<file path="config.mk">
export PLATFORM = sky130hd
export DESIGN_NAME = fifo_rd_ptr_empty
export DESIGN_NICKNAME = d
export VERILOG_FILES = /design/src/rtl/fifo_rd_ptr_empty.sv
export SDC_FILE = /design/constraint.sdc
export NUM_CORES = 1
export LEC_CHECK = 0
export BUFFER_PORTS_ARGS = -buffer_cell sky130_fd_sc_hd__clkbuf_2
export CAP_MARGIN = 20
export CORE_UTILIZATION = 35
export CTS_CLUSTER_SIZE = 28
export DETAILED_ROUTE_END_ITERATION = 8
export GPL_ROUTABILITY_DRIVEN = 0
export MAX_ROUTING_LAYER = met4
export SLEW_MARGIN = 20
export SYNTH_ARGS = -nofsm -noshare
export SYNTH_HDL_FRONTEND = slang
export SYNTH_SLANG_ARGS = --single-unit
</file>
<file path="constraint.sdc">
create_clock -name clk -period 3.1 [get_ports clk]
set_input_delay 0.155 -clock clk [delete_from_list [all_inputs] [get_ports clk]]
set_output_delay 0.155 -clock clk [all_outputs]
set_load 0.01 [all_outputs]
</file>
<file path="src/rtl/fifo_rd_ptr_empty.sv">
// Read-side pointer and flag logic of an asynchronous FIFO: synchronises the Gray write pointer
// into the read domain and derives read address, empty, almost_empty, level and underflow.
module fifo_rd_ptr_empty #(
  parameter int unsigned ADDR_WIDTH      = 4,
  parameter int unsigned SYNC_STAGES     = 2,
  parameter int unsigned ALMOST_EMPTY_TH = 2
) (
  input  logic                  clk,
  input  logic                  rst_n,
  input  logic                  rd_en,
  input  logic [ADDR_WIDTH:0]   wptr_gray_async,
  output logic [ADDR_WIDTH-1:0] rd_addr,
  output logic [ADDR_WIDTH:0]   rptr_gray,
  output logic                  empty,
  output logic                  almost_empty,
  output logic [ADDR_WIDTH:0]   rd_level,
  output logic                  underflow
);

  localparam int unsigned PW = ADDR_WIDTH + 1;

  logic [PW-1:0] sync_d [SYNC_STAGES];
  logic [PW-1:0] sync_q [SYNC_STAGES];
  logic [PW-1:0] wsync;
  logic [PW-1:0] wbin;

  logic [PW-1:0] rbin_d, rbin_q;
  logic [PW-1:0] rgray_d, rgray_q;
  logic [PW-1:0] level_d, level_q;
  logic          empty_d, empty_q;
  logic          almost_d, almost_q;
  logic          underflow_d, underflow_q;
  logic          rd_inc;

  // Plain flop chain, no logic between stages.
  always_comb begin
    sync_d[0] = wptr_gray_async;
    for (int i = 1; i < int'(SYNC_STAGES); i++) begin
      sync_d[i] = sync_q[i-1];
    end
  end

  always_ff @(posedge clk or negedge rst_n) begin
    if (!rst_n) begin
      for (int i = 0; i < int'(SYNC_STAGES); i++) begin
        sync_q[i] <= '0;
      end
    end else begin
      for (int i = 0; i < int'(SYNC_STAGES); i++) begin
        sync_q[i] <= sync_d[i];
      end
    end
  end

  assign wsync = sync_q[SYNC_STAGES-1];

  // Each binary bit is the XOR of all Gray bits at and above it.
  always_comb begin
    wbin = '0;
    for (int i = 0; i < int'(PW); i++) begin
      wbin[i] = ^(wsync >> i);
    end
  end

  always_comb begin
    rd_inc      = rd_en & ~empty_q;
    rbin_d      = rbin_q + PW'(rd_inc);
    rgray_d     = rbin_d ^ (rbin_d >> 1);
    level_d     = wbin - rbin_d;
    empty_d     = (rgray_d == wsync);
    almost_d    = (32'(level_d) <= ALMOST_EMPTY_TH);
    underflow_d = rd_en & empty_q;
  end

  always_ff @(posedge clk or negedge rst_n) begin
    if (!rst_n) begin
      rbin_q      <= '0;
      rgray_q     <= '0;
      level_q     <= '0;
      empty_q     <= 1'b1;
      almost_q    <= 1'b1;
      underflow_q <= 1'b0;
    end else begin
      rbin_q      <= rbin_d;
      rgray_q     <= rgray_d;
      level_q     <= level_d;
      empty_q     <= empty_d;
      almost_q    <= almost_d;
      underflow_q <= underflow_d;
    end
  end

  assign rd_addr      = rbin_q[ADDR_WIDTH-1:0];
  assign rptr_gray    = rgray_q;
  assign empty        = empty_q;
  assign almost_empty = almost_q;
  assign rd_level     = level_q;
  assign underflow    = underflow_q;

endmodule
</file>
# After elaboration in Yosys (flattened, before gate mapping)
# Index checks and enable logic that the tools add are counted.
# W data, S select, Z words.
# word_totals
register_bits	28
input_bits	8
word_cells	21
# classes
add_sub_neg	2
magnitude_cmp	1
eq_ne	1
bitwise_logic	4
n_reduce_logical	5
# op_table
cell	n
$reduce_xor A5 Y1	5
$add A5 B1 Y5	1
$eq A5 B5 Y1	1
$le A5 B2 Y1 const B	1
$sub A5 B5 Y5	1
$xor A5 B4 Y5	1
$and A1 B1 Y1	2
$not A1 Y1	1

# Longest topological paths before layout
# depth
word_depth	5
ltp_mapped	10
ltp_nobuf	10

# Least setup slack after synthesis
# Ideal clock, no wire load.
# synth_path
kind	flip-flop to flip-flop
startpoint	reg empty_q (netlist: empty)
endpoint	reg almost_q (netlist: almost_empty)
setup_ps	84
arrival_time_ps	2404
required_ps	3016
slack_ps	612
stages_incl_launch_ff	11
n_path_buf	1
period_less_slack_ps	2488
path_cell_list	dfstp_2 > nor2b_1 > ha_1 > ha_1 > clkbuf_1 > xnor2_1 > ha_1 > a21o_1 > a21bo_1 > o31ai_2 > nor3b_1
# synth_via
elab_chain_len	5
# synth_rtl
item	line	rtl
start: declaration	30	logic empty_d, empty_q;
start signal: assignment	87	empty_q <= empty_d;
$not A1 Y1	66	rd_inc = rd_en & ~empty_q;
$and A1 B1 Y1	66	
$add A5 B1 Y5	67	rbin_d = rbin_q + PW'(rd_inc);
net rbin_d[1]	27	logic [PW-1:0] rbin_d, rbin_q;
$sub A5 B5 Y5	69	level_d = wbin - rbin_d;
$le A5 B2 Y1	71	almost_d = (32'(level_d) <= ALMOST_EMPTY_TH);
net almost_d	31	logic almost_d, almost_q;
end signal: assignment	88	almost_q <= almost_d;
end: declaration	31	
# The timed path passes the listed nets, and every way through them passes these cells.

# Final worst setup path
# Same ends and word-level chain as after synthesis.

==> results.py <==
metrics = {
    "run_status": {
        "status": "finished clean",
    },
    "grt": {
        "grt_pass1_vias": 751,
        "gr-total-overflow": 0,
        "grt_pass1_wl_um": 3174,
        "grt_use_total_pct": 12.91,
        "antenna_found_initial": 0,
        "grt_max_degree": 28,
    },
    "floorplan": {
        "rows": 20,
        "core_mm2": 0.003078,
        "initial_core_util_pct": 37.32,
        "die_area_mm2": 0.003515,
        "die_h_um": 59.29,
        "chipWidth_um": 59.29,
        "ios": 25,
    },
    "finish": {
        "final_cells": 168,
        "final_nets": 138,
        "drive_above_1_share_pct": 27.42,
        "syn2layout_area_growth_pct": 23.09,
        "antenna_cells": 0,
        "mostFrequentLayoutCells": "25 x dfrtp_1, 24 x clkbuf_2, 11 x xor2_1",
        "final_common_cell": "dfrtp_1",
    },
    "hold_path": {
        "hp-class": "primary input to register",
        "holdPathEnd": "underflow",
        "min_from": "rd_en",
        "whs_path_depth": 2,
    },
    "clocking": {
        "path_clk_slew_ns": 0.13,
        "cts_tree": "done",
        "numClockSinks": 27,
        "htreeDepth": 1,
        "clockBufferDepth": 2,
        "clock_latency_ns": 0.32,
        "numCtsBuffers": 3,
        "cts-root-buf": "clkbuf_4",
    },
    "synth": {
        "syn_avg_cell_area_um2": 12.76,
        "syn_inst": 90,
        "ys_seq_elements": 27,
        "synthArstFlopShare_pct": 100.0,
        "synth_xor_area_share_pct": 18.08,
        "synth_cell_type_count": 27,
        "synth-simple-area-share_pct": 8.170,
        "synth_area_mm2": 0.001149,
        "synth_top_family_by_area": "XOR/XNOR gates",
        "synth_fa_ha_area_share_pct": 5.447,
        "synth_compound_area_share_pct": 5.664,
        "synth_flop_cell": "dfrtp_1",
        "synth_warnings": 0,
        "seq_area_frac_synth_pct": 59.04,
        "syn-num-nets": 103,
        "synth_edf_count": 0,
        "synthMuxAreaShare_pct": 0,
    },
    "route": {
        "drt-pass1-iter-count": 4,
        "drtAntennaViolNets": 0,
        "via_per_inst": 4.411,
        "wirelength_um": 1937,
        "drc": 0,
        "dr.first_iter.drc_count": 11,
        "wl_per_cell_um": 11.53,
        "vias": 741,
    },
    "worst_setup_path": {
        "cp.arrival_ns": 2.93,
        "crit_chain": "nor2b_1, ha_1, ha_1, xor2_2, inv_1, ha_1, o21ai_0, a21bo_1, o31ai_2, nor3b_1",
        "rrSetupSlack_ns": 0.41,
        "worstSetupPathType": "register to register",
        "rr_worst_depth": 10,
        "crit_path_end_kind": "register",
        "cpPeakStageDelay_ns": 0.56,
        "critPathMaxFanout": 6,
        "cp_slowest_cell": "dfstp_2",
        "cp_common_cell": "ha_1",
        "critPathRequiredTime_ns": 3.34,
        "worstReg2RegStart": "empty",
        "startpoint_type": "register",
        "r2r-end": "almost_empty",
    },
    "sta": {
        "hold_slack_ns": 0.05261,
        "min_period_ns": 2.685,
        "finalSetupViolations": 0,
        "relSlewSlack_pct": 57.15,
        "worst_slew_pin_slew_ns": 0.6427,
        "rsz0062_at_grt": "no",
        "finClkSkew_ns": 0.002639,
        "hold_viol": 0,
        "max_freq_mhz": 372.4,
        "slew_violations": 0,
        "timing.final.crit_share_pct": 86.62,
        "setup-tns-final_ns": 0,
        "worst_slack_ns": 0.4148,
    },
    "place": {
        "post-place-cells": 158,
        "io_buffers": 24,
        "post-place-ws_ns": 0.4431,
        "dpl.hpwl_um": 1424,
    },
    "power_and_ir_drop": {
        "peakVddDrop_mv": 0.2948,
        "powerDensity_mw_per_mm2": 1092,
        "p_total_mw": 1.543,
        "power.leakage_nw": 0.6829,
    },
    "flow_run": {
        "drv_cap": 0,
    },
}
==> where the power goes <==
| part | switching (mW) | total (mW) | leakage [nW] | internal [mW] |
|---|---|---|---|---|
| clock network | 0.0967 | 0.147 | 0.0150 | 0.0503 |
| registers | 0.0495 | 0.530 | 0.316 | 0.480 |
| logic | 0.494 | 0.867 | 0.352 | 0.373 |
==> sequential cells by signal, summed over array words and instances (netlist names) <==
| signal | count |
|---|---|
| rbin_q | 5 |
| rd_level | 5 |
| sync_d | 5 |
| wsync | 5 |
| rptr_gray | 4 |
| almost_empty | 1 |
| empty | 1 |
| underflow | 1 |
==> metal layers <==
layer | vias up | share of wire, % | GRT usage, %
met5 | - | 0 | -
met4 | 0 | 0.98 | 8.503
met3 | 2 | 2.5 | 2.402
met2 | 16 | 53 | 21.35
met1 | 362 | 44 | 14.12
li1 | 361 | - | -
==> critical path: cells and delay by family, from the launching register on <==
family / cells / cell delay [ns]
compound gates: 3 / 0.70
fa+ha+maj: 3 / 0.65
flops: 1 / 0.56
xor+xnor: 1 / 0.34
simple gates: 2 / 0.28
buf+inv: 1 / 0.09
==> stage by stage <==
step | util (%) | cell area (µm²)
floorplan | - | 1149
global placement | 43.13 | 1328
detailed placement | 43.13 | 1328
CTS | 45.93 | 1414
global route | 45.93 | 1414
finish | 45.93 | 1414
==> logic make-up after synthesis <==
| kind of cell | Yosys count |
|---|---|
| DFF | 27 |
| xor gates and xnor gates | 22 |
| and+or+nand+nor | 17 |
| buffers and inverters | 11 |
| AOI/OAI and AO/OA | 8 |
| adders and majority gates | 5 |
==> worst max-delay path by stage <==
stage | start | end
after floorplan | empty | almost_empty
after global placement | empty | almost_empty
after detailed placement | empty | almost_empty
after CTS | empty | almost_empty
after global routing | empty | almost_empty
final | empty | almost_empty
==> synthesized netlist by cell type, types with 2 or more instances <==
cell     instances  share of area (%)
xnor2_1          9                6.9
nand2_1          2               0.65
xor2_2           2                2.8
inv_1           10                3.3
ha_1             5                5.4
dfrtp_1         25                 54
dfstp_2          2                4.6
nor2_1           3               0.98
xor2_1          11                8.4
nand3_1          4                1.7
==> what timing repair did <==
| action | 4_1_cts | 5_1_grt |
|---|---|---|
| endpoints found under the hold margin | 30 | 0 |
| setup buffers | 0 | 0 |
| setup endpoints to repair | 0 | 0 |
| hold buffers | 6 | 0 |
| resized for setup | 0 | 0 |
==> cell type report <==
type	instances	area (µm²)
multi-input combinational	52	429.2
timing repair buffer	31	187.7
sequential	27	678.2
tap	44	55.05
fill	303	1664
clock buffer	4	26.28
inverter	10	37.54
(Power assumes the default switching activity.)
